[src/rtl/mux_scan_n_pkg.sv]
// mux_scan_n_pkg
// Shared definitions for the registered N-channel multiplexer and its
// scan counter.
//   state_t          : controller states, ST_MANUAL = 1'b0, ST_SCAN = 1'b1
//   N_DEF/W_DEF/...  : default parameter values used by both modules
//   cnt_width()      : width of a counter that counts 0..n-1, never below 1
package mux_scan_n_pkg;

    typedef enum logic {
        ST_MANUAL = 1'b0,
        ST_SCAN   = 1'b1
    } state_t;

    localparam int N_DEF     = 4;
    localparam int W_DEF     = 8;
    localparam int DWELL_DEF = 4;

    function automatic int cnt_width(input int n);
        return (n > 1) ? $clog2(n) : 1;
    endfunction

endpackage

[src/rtl/mux_scan_ctr.sv]
// mux_scan_ctr
// Dwell / channel counter for the auto-scan mode of mux_scan_n.
// Ports:
//   clk      in   rising-edge clock
//   rst_n    in   synchronous active-low reset
//   clr      in   restart the scan at channel 0, dwell 0 (this cycle's value)
//   en       in   advance by one enabled scan beat
//   chan_cnt out  channel to present on this beat (already reflects clr)
//   wrap     out  registered pulse on the last beat of channel N-1
module mux_scan_ctr
    import mux_scan_n_pkg::*;
#(
    parameter int N     = N_DEF,
    parameter int DWELL = DWELL_DEF
) (
    input  logic                 clk,
    input  logic                 rst_n,
    input  logic                 clr,
    input  logic                 en,
    output logic [$clog2(N)-1:0] chan_cnt,
    output logic                 wrap
);

    localparam int SW = $clog2(N);
    localparam int DW = cnt_width(DWELL);

    logic [SW-1:0] chan_reg, chan_next, chan_base;
    logic [DW-1:0] dwell_reg, dwell_next, dwell_base;
    logic          wrap_reg, wrap_next;

    // clr takes effect on the same cycle: the beat presented on the
    // entry edge is channel 0, and counting continues from there.
    always_comb begin
        chan_base  = clr ? '0 : chan_reg;
        dwell_base = clr ? '0 : dwell_reg;
        chan_next  = chan_base;
        dwell_next = dwell_base;
        wrap_next  = 1'b0;
        if (en) begin
            if (dwell_base == DW'(DWELL - 1)) begin
                dwell_next = '0;
                if (chan_base == SW'(N - 1)) begin
                    chan_next = '0;
                    wrap_next = 1'b1;
                end else begin
                    chan_next = chan_base + SW'(1);
                end
            end else begin
                dwell_next = dwell_base + DW'(1);
            end
        end
    end

    always_ff @(posedge clk) begin
        if (!rst_n) begin
            chan_reg  <= '0;
            dwell_reg <= '0;
            wrap_reg  <= 1'b0;
        end else begin
            chan_reg  <= chan_next;
            dwell_reg <= dwell_next;
            wrap_reg  <= wrap_next;
        end
    end

    assign chan_cnt = chan_base;
    assign wrap     = wrap_reg;

endmodule

[src/rtl/mux_scan_n.sv]
// mux_scan_n
// Registered N-channel, W-bit multiplexer with enable, valid flag, channel
// echo and an optional auto-scan mode (macro MUX_SCAN_N_SCAN_EN). Without
// the macro the block is manual-only, mode is ignored and wrap is 0.
// Ports:
//   clk    in   rising-edge clock
//   rst_n  in   synchronous active-low reset
//   en     in   update / advance enable
//   mode   in   0 = manual select, 1 = auto-scan
//   sel    in   manual channel select
//   din    in   packed channels, channel k at din[k*W +: W]
//   dout   out  registered selected data
//   ch     out  index of the channel on dout
//   valid  out  dout/ch updated from a legal channel this cycle
//   wrap   out  pulse on the last beat of channel N-1 in scan mode
module mux_scan_n
    import mux_scan_n_pkg::*;
#(
    parameter int N     = N_DEF,
    parameter int W     = W_DEF,
    parameter int DWELL = DWELL_DEF
) (
    input  logic                 clk,
    input  logic                 rst_n,
    input  logic                 en,
    input  logic                 mode,
    input  logic [$clog2(N)-1:0] sel,
    input  logic [N*W-1:0]       din,
    output logic [W-1:0]         dout,
    output logic [$clog2(N)-1:0] ch,
    output logic                 valid,
    output logic                 wrap
);

    localparam int SW = $clog2(N);

    logic [W-1:0]  chan_data [N];
    logic          sel_legal;
    logic          scan_active;
    logic [SW-1:0] scan_ch;

    logic [W-1:0]  dout_reg, dout_next;
    logic [SW-1:0] ch_reg, ch_next;
    logic          valid_reg, valid_next;

    generate
        for (genvar gi = 0; gi < N; gi++) begin : g_unpack
            assign chan_data[gi] = din[gi*W +: W];
        end
    endgenerate

    // Only matters for non-power-of-two N, where sel can name a missing channel.
    assign sel_legal = (32'(sel) < N);

`ifdef MUX_SCAN_N_SCAN_EN
    state_t state_reg, state_next;
    logic   ctr_clr, ctr_en, wrap_int;

    always_ff @(posedge clk) begin
        if (!rst_n) begin
            state_reg <= ST_MANUAL;
        end else begin
            state_reg <= state_next;
        end
    end

    always_comb begin
        state_next = ST_MANUAL;
        if (mode) begin
            state_next = ST_SCAN;
        end
    end

    // Mode changes act on the same edge, so the data path follows the
    // next state rather than the registered one.
    assign scan_active = (state_next == ST_SCAN);
    assign ctr_clr     = (state_reg == ST_MANUAL) && scan_active;
    assign ctr_en      = en && scan_active;

    mux_scan_ctr #(
        .N     (N),
        .DWELL (DWELL)
    ) u_ctr (
        .clk      (clk),
        .rst_n    (rst_n),
        .clr      (ctr_clr),
        .en       (ctr_en),
        .chan_cnt (scan_ch),
        .wrap     (wrap_int)
    );

    assign wrap = wrap_int;
`else
    logic unused_cfg;

    assign scan_active = 1'b0;
    assign scan_ch     = '0;
    assign wrap        = 1'b0;
    assign unused_cfg  = mode ^ (DWELL > 0);
`endif

    always_comb begin
        dout_next  = dout_reg;
        ch_next    = ch_reg;
        valid_next = 1'b0;
        if (en) begin
            if (scan_active) begin
                dout_next  = chan_data[scan_ch];
                ch_next    = scan_ch;
                valid_next = 1'b1;
            end else if (sel_legal) begin
                dout_next  = chan_data[sel];
                ch_next    = sel;
                valid_next = 1'b1;
            end else begin
                dout_next  = '0;
            end
        end
    end

    always_ff @(posedge clk) begin
        if (!rst_n) begin
            dout_reg  <= '0;
            ch_reg    <= '0;
            valid_reg <= 1'b0;
        end else begin
            dout_reg  <= dout_next;
            ch_reg    <= ch_next;
            valid_reg <= valid_next;
        end
    end

    assign dout  = dout_reg;
    assign ch    = ch_reg;
    assign valid = valid_reg;

endmodule

[config.mk]
export PLATFORM = sky130hd
export DESIGN_NAME = mux_scan_n
export DESIGN_NICKNAME = d
export VERILOG_FILES = /design/src/rtl/mux_scan_n_pkg.sv /design/src/rtl/mux_scan_ctr.sv /design/src/rtl/mux_scan_n.sv
export SDC_FILE = /design/constraint.sdc
export NUM_CORES = 1
export LEC_CHECK = 0
export ABC_AREA = 0
export CAP_MARGIN = 30
export CORE_MARGIN = 5
export CORE_UTILIZATION = 29
export DETAILED_ROUTE_END_ITERATION = 12
export PLACE_DENSITY = 0.79
export SLEW_MARGIN = 20
export SYNTH_ARGS = -nofsm -noshare
export SYNTH_HDL_FRONTEND = slang
export SYNTH_SLANG_ARGS = --single-unit
export TNS_END_PERCENT = 50
[constraint.sdc]
create_clock -name clk -period 0.8 [get_ports clk]
set_input_delay 0.12 -clock clk [delete_from_list [all_inputs] [get_ports clk]]
set_output_delay 0.12 -clock clk [all_outputs]
set_load 0.02 [all_outputs]
==> impl_results.md <==
- Outcome: finished with violations
- Violated checks: setup timing
- Worst vdd ir: 783 uV
- Root Buffer Master: clkbuf_4
- Die area: 0.00325 mm^2
- Sw power: 420 uW
- Pre-CTS worst setup slack: -0.531 ns
- Dominant cell type by area after synthesis: dfxtp_1
- CP max stage delay: 0.34 ns
- MaxCap Viol Count: 0
- Chip width: 57 um
- Setup CP Type: reg -> out
- Final setup margin: -0.0448 ns
- Routed len/inst: 15.6 um
- Clk pwr share: 0.245
- Synth Register Bits: 11
- CTS tree: yes
- Startpoint Class: register
- Total power: 1570 uW
- Antenna violation net count after detailed routing: 0
- Total wire length: 2.20 mm
- Hold Crit Depth: 3
- Core ar.: 0.00217 mm^2
- Antenna cells: 0
- GRT overflow: 0
- I/O pin count: 50
- Post-CTS Hold Fix Bufs: 0
- Area after DPL: 0.00119 mm^2
- Crit path max-delay family: flip-flops
- Worst-path clk slew: 0.07 ns
- Stages on worst setup path: 1
- Drt drc: 0
- Worst Path Required: 0.68 ns
- Syn nets: 94
- RSZ-0062 raised after global routing: true
- First-pass GRT wire length: 3.57 mm
- Final instance area: 0.00129 mm^2
- Final hold vios: 0
- DP Cell Count: 135
- Total track usage: 0.143
- Critical-path top delay cell: dfxtp_2
- Combinational share of power: 0.358
- Power Internal: 1150 uW
- Fmax: 1180 MHz
- Site Rows: 17
- TNS Setup: -0.403 ns
- Area share of the largest cell type after synthesis: 0.344
- Most frequent cells in the layout: clkdlybuf4s50_1 (32), mux2i_1 (17), dfxtp_2 (11), buf_6 (11)
- Reg power frac: 0.398
- Reg2Reg Depth: 3
- Crit path capture type: output pin
- DR pass1 iterations: 3
- Clock sink count: 11
- Clk buf depth: 2
- Fill cells: 184
- GP Congestion: 0.763
- Final setup violating endpoints: 11
- PwrDens: 1220 mW/mm^2
- Clk_lat worst skew: 0.26 ns
- Detailed Place HPWL: 1.66 mm
- Synth area leaders: dfxtp_1 (34%), mux2i_1 (28%), o221ai_1 (9.6%)
- Crit path buf inv count: 1
- Sequential area share after synthesis: 0.344
- IO Port Bufs: 47
- Commonest non-fill, non-tap cell in the layout: clkdlybuf4s50_1
- Non-Filler Instances: 141
- Sw Ratio: 0.268
- Vias/cell: 4.67
- Fin crit period: 0.845 ns
- Leak: 0.000556 uW
- Largest net degree at the start of global routing: 10
- HP Class: in -> reg
- Vert. Die Dim: 57 um
- P&R area growth vs syn: 101%
- Crit path DAT: 0.72 ns
- Antenna violations before repair: 0
- Number of distinct library cells after synthesis: 14
- Syn Area/Cell: 11.4 um^2
- Fraction of layout cells with a size suffix above 1: 0.363
- Initial Util: 0.295
- Seq. cell area: 234 um^2
- Total number of vias: 659
- Final Max Tran Viols: 0
- Cell area after synthesis: 641 um^2
- H-tree depth: 1
- Crit share post-route: 1.06
- Layout Skew: 0 ns
- Max reg flops: 8
- CTS Buf Count: 3
- Yosys Warn Count: 0
- Final Net Count: 152
- Vias in the first global route: 765
- Number of DRC markers in iteration 0: 12
- Crit path max fanout: 2
- CP cell instances: buf_6
- Multi-input logic area: 380 um^2
- Cells after Synth: 56
-- final timing paths --
| path | startpoint | endpoint | slack (ns) |
|---|---|---|---|
| setup / recovery | dout[5] | dout[5] | -0.04 |
| hold / removal | sel[1] | ch[1] | 0.38 |
| setup reg to reg | dout[0] | dout[0] | 0.05 |
| hold reg to reg | dout[6] | dout[6] | 0.50 |
-- stage by stage --
stage	hold slack (ns)	utilization
after floorplan	0.273	-
after global placement	0.479	0.547
after detailed placement	0.485	0.547
after CTS	0.375	0.591
after global routing	0.401	0.593
final	0.384	0.593
-- cells in the mapped netlist --
library cell	instances
and2_1	1
buf_12	1
buf_2	1
buf_4	2
buf_6	1
conb_1	1
dfxtp_1	11
mux2i_1	18
nand3_2	1
nand3b_1	8
nand3b_4	1
nor2b_1	2
o221ai_1	7
o221ai_2	1
-- power groups by stage --
stage                     clock (uW)  combinational [uW]  sequential (uW)
after global placement             0                 522              619
after floorplan                    0                 161              669
after detailed placement           0                 529              621
after global routing             440                 597              629
final                            384                 562              624
after CTS                        396                 562              625
-- worst min-delay path, cell delays in order --
cell and delay [ns]:
dlygate4sd2_1 0.29, mux2i_1 0.14, nor2b_1 0.06
-- layout make-up --
type,instances,share of cell area
multi-input combinational,40,0.296
tap,28,0.0272
clock buffer,4,0.0204
sequential,11,0.182
timing repair buffer,58,0.475
-- metal layers --
layer | global-route usage | up-vias | wire length (um)
met3 | 0.0543 | 0 | 212
met1 | 0.170 | 295 | 979
met2 | 0.235 | 35 | 1010
met5 | 0 | - | 0
met4 | 0.0497 | 0 | 0
li1 | - | 329 | -
-- cell families (layout without fill, tap and decap cells) --
logic type             after synthesis  in the layout  synth area share
AOI/OAI and AO/OA                    8              8             0.119
buffers and inverters                5             62            0.0801
DFF                                 11             11             0.344
muxes                               18             18             0.281
other                                1              1           0.00585
and+or+nand+nor                     13             13             0.170
-- repair_timing --
action,4_1_cts,5_1_grt
gates resized for setup,85,2
cloned,1,0
pin swaps,0,1
setup buffers,0,1
setup endpoints to repair,22,14
No activity file was read; power rests on OpenSTA's default activity.
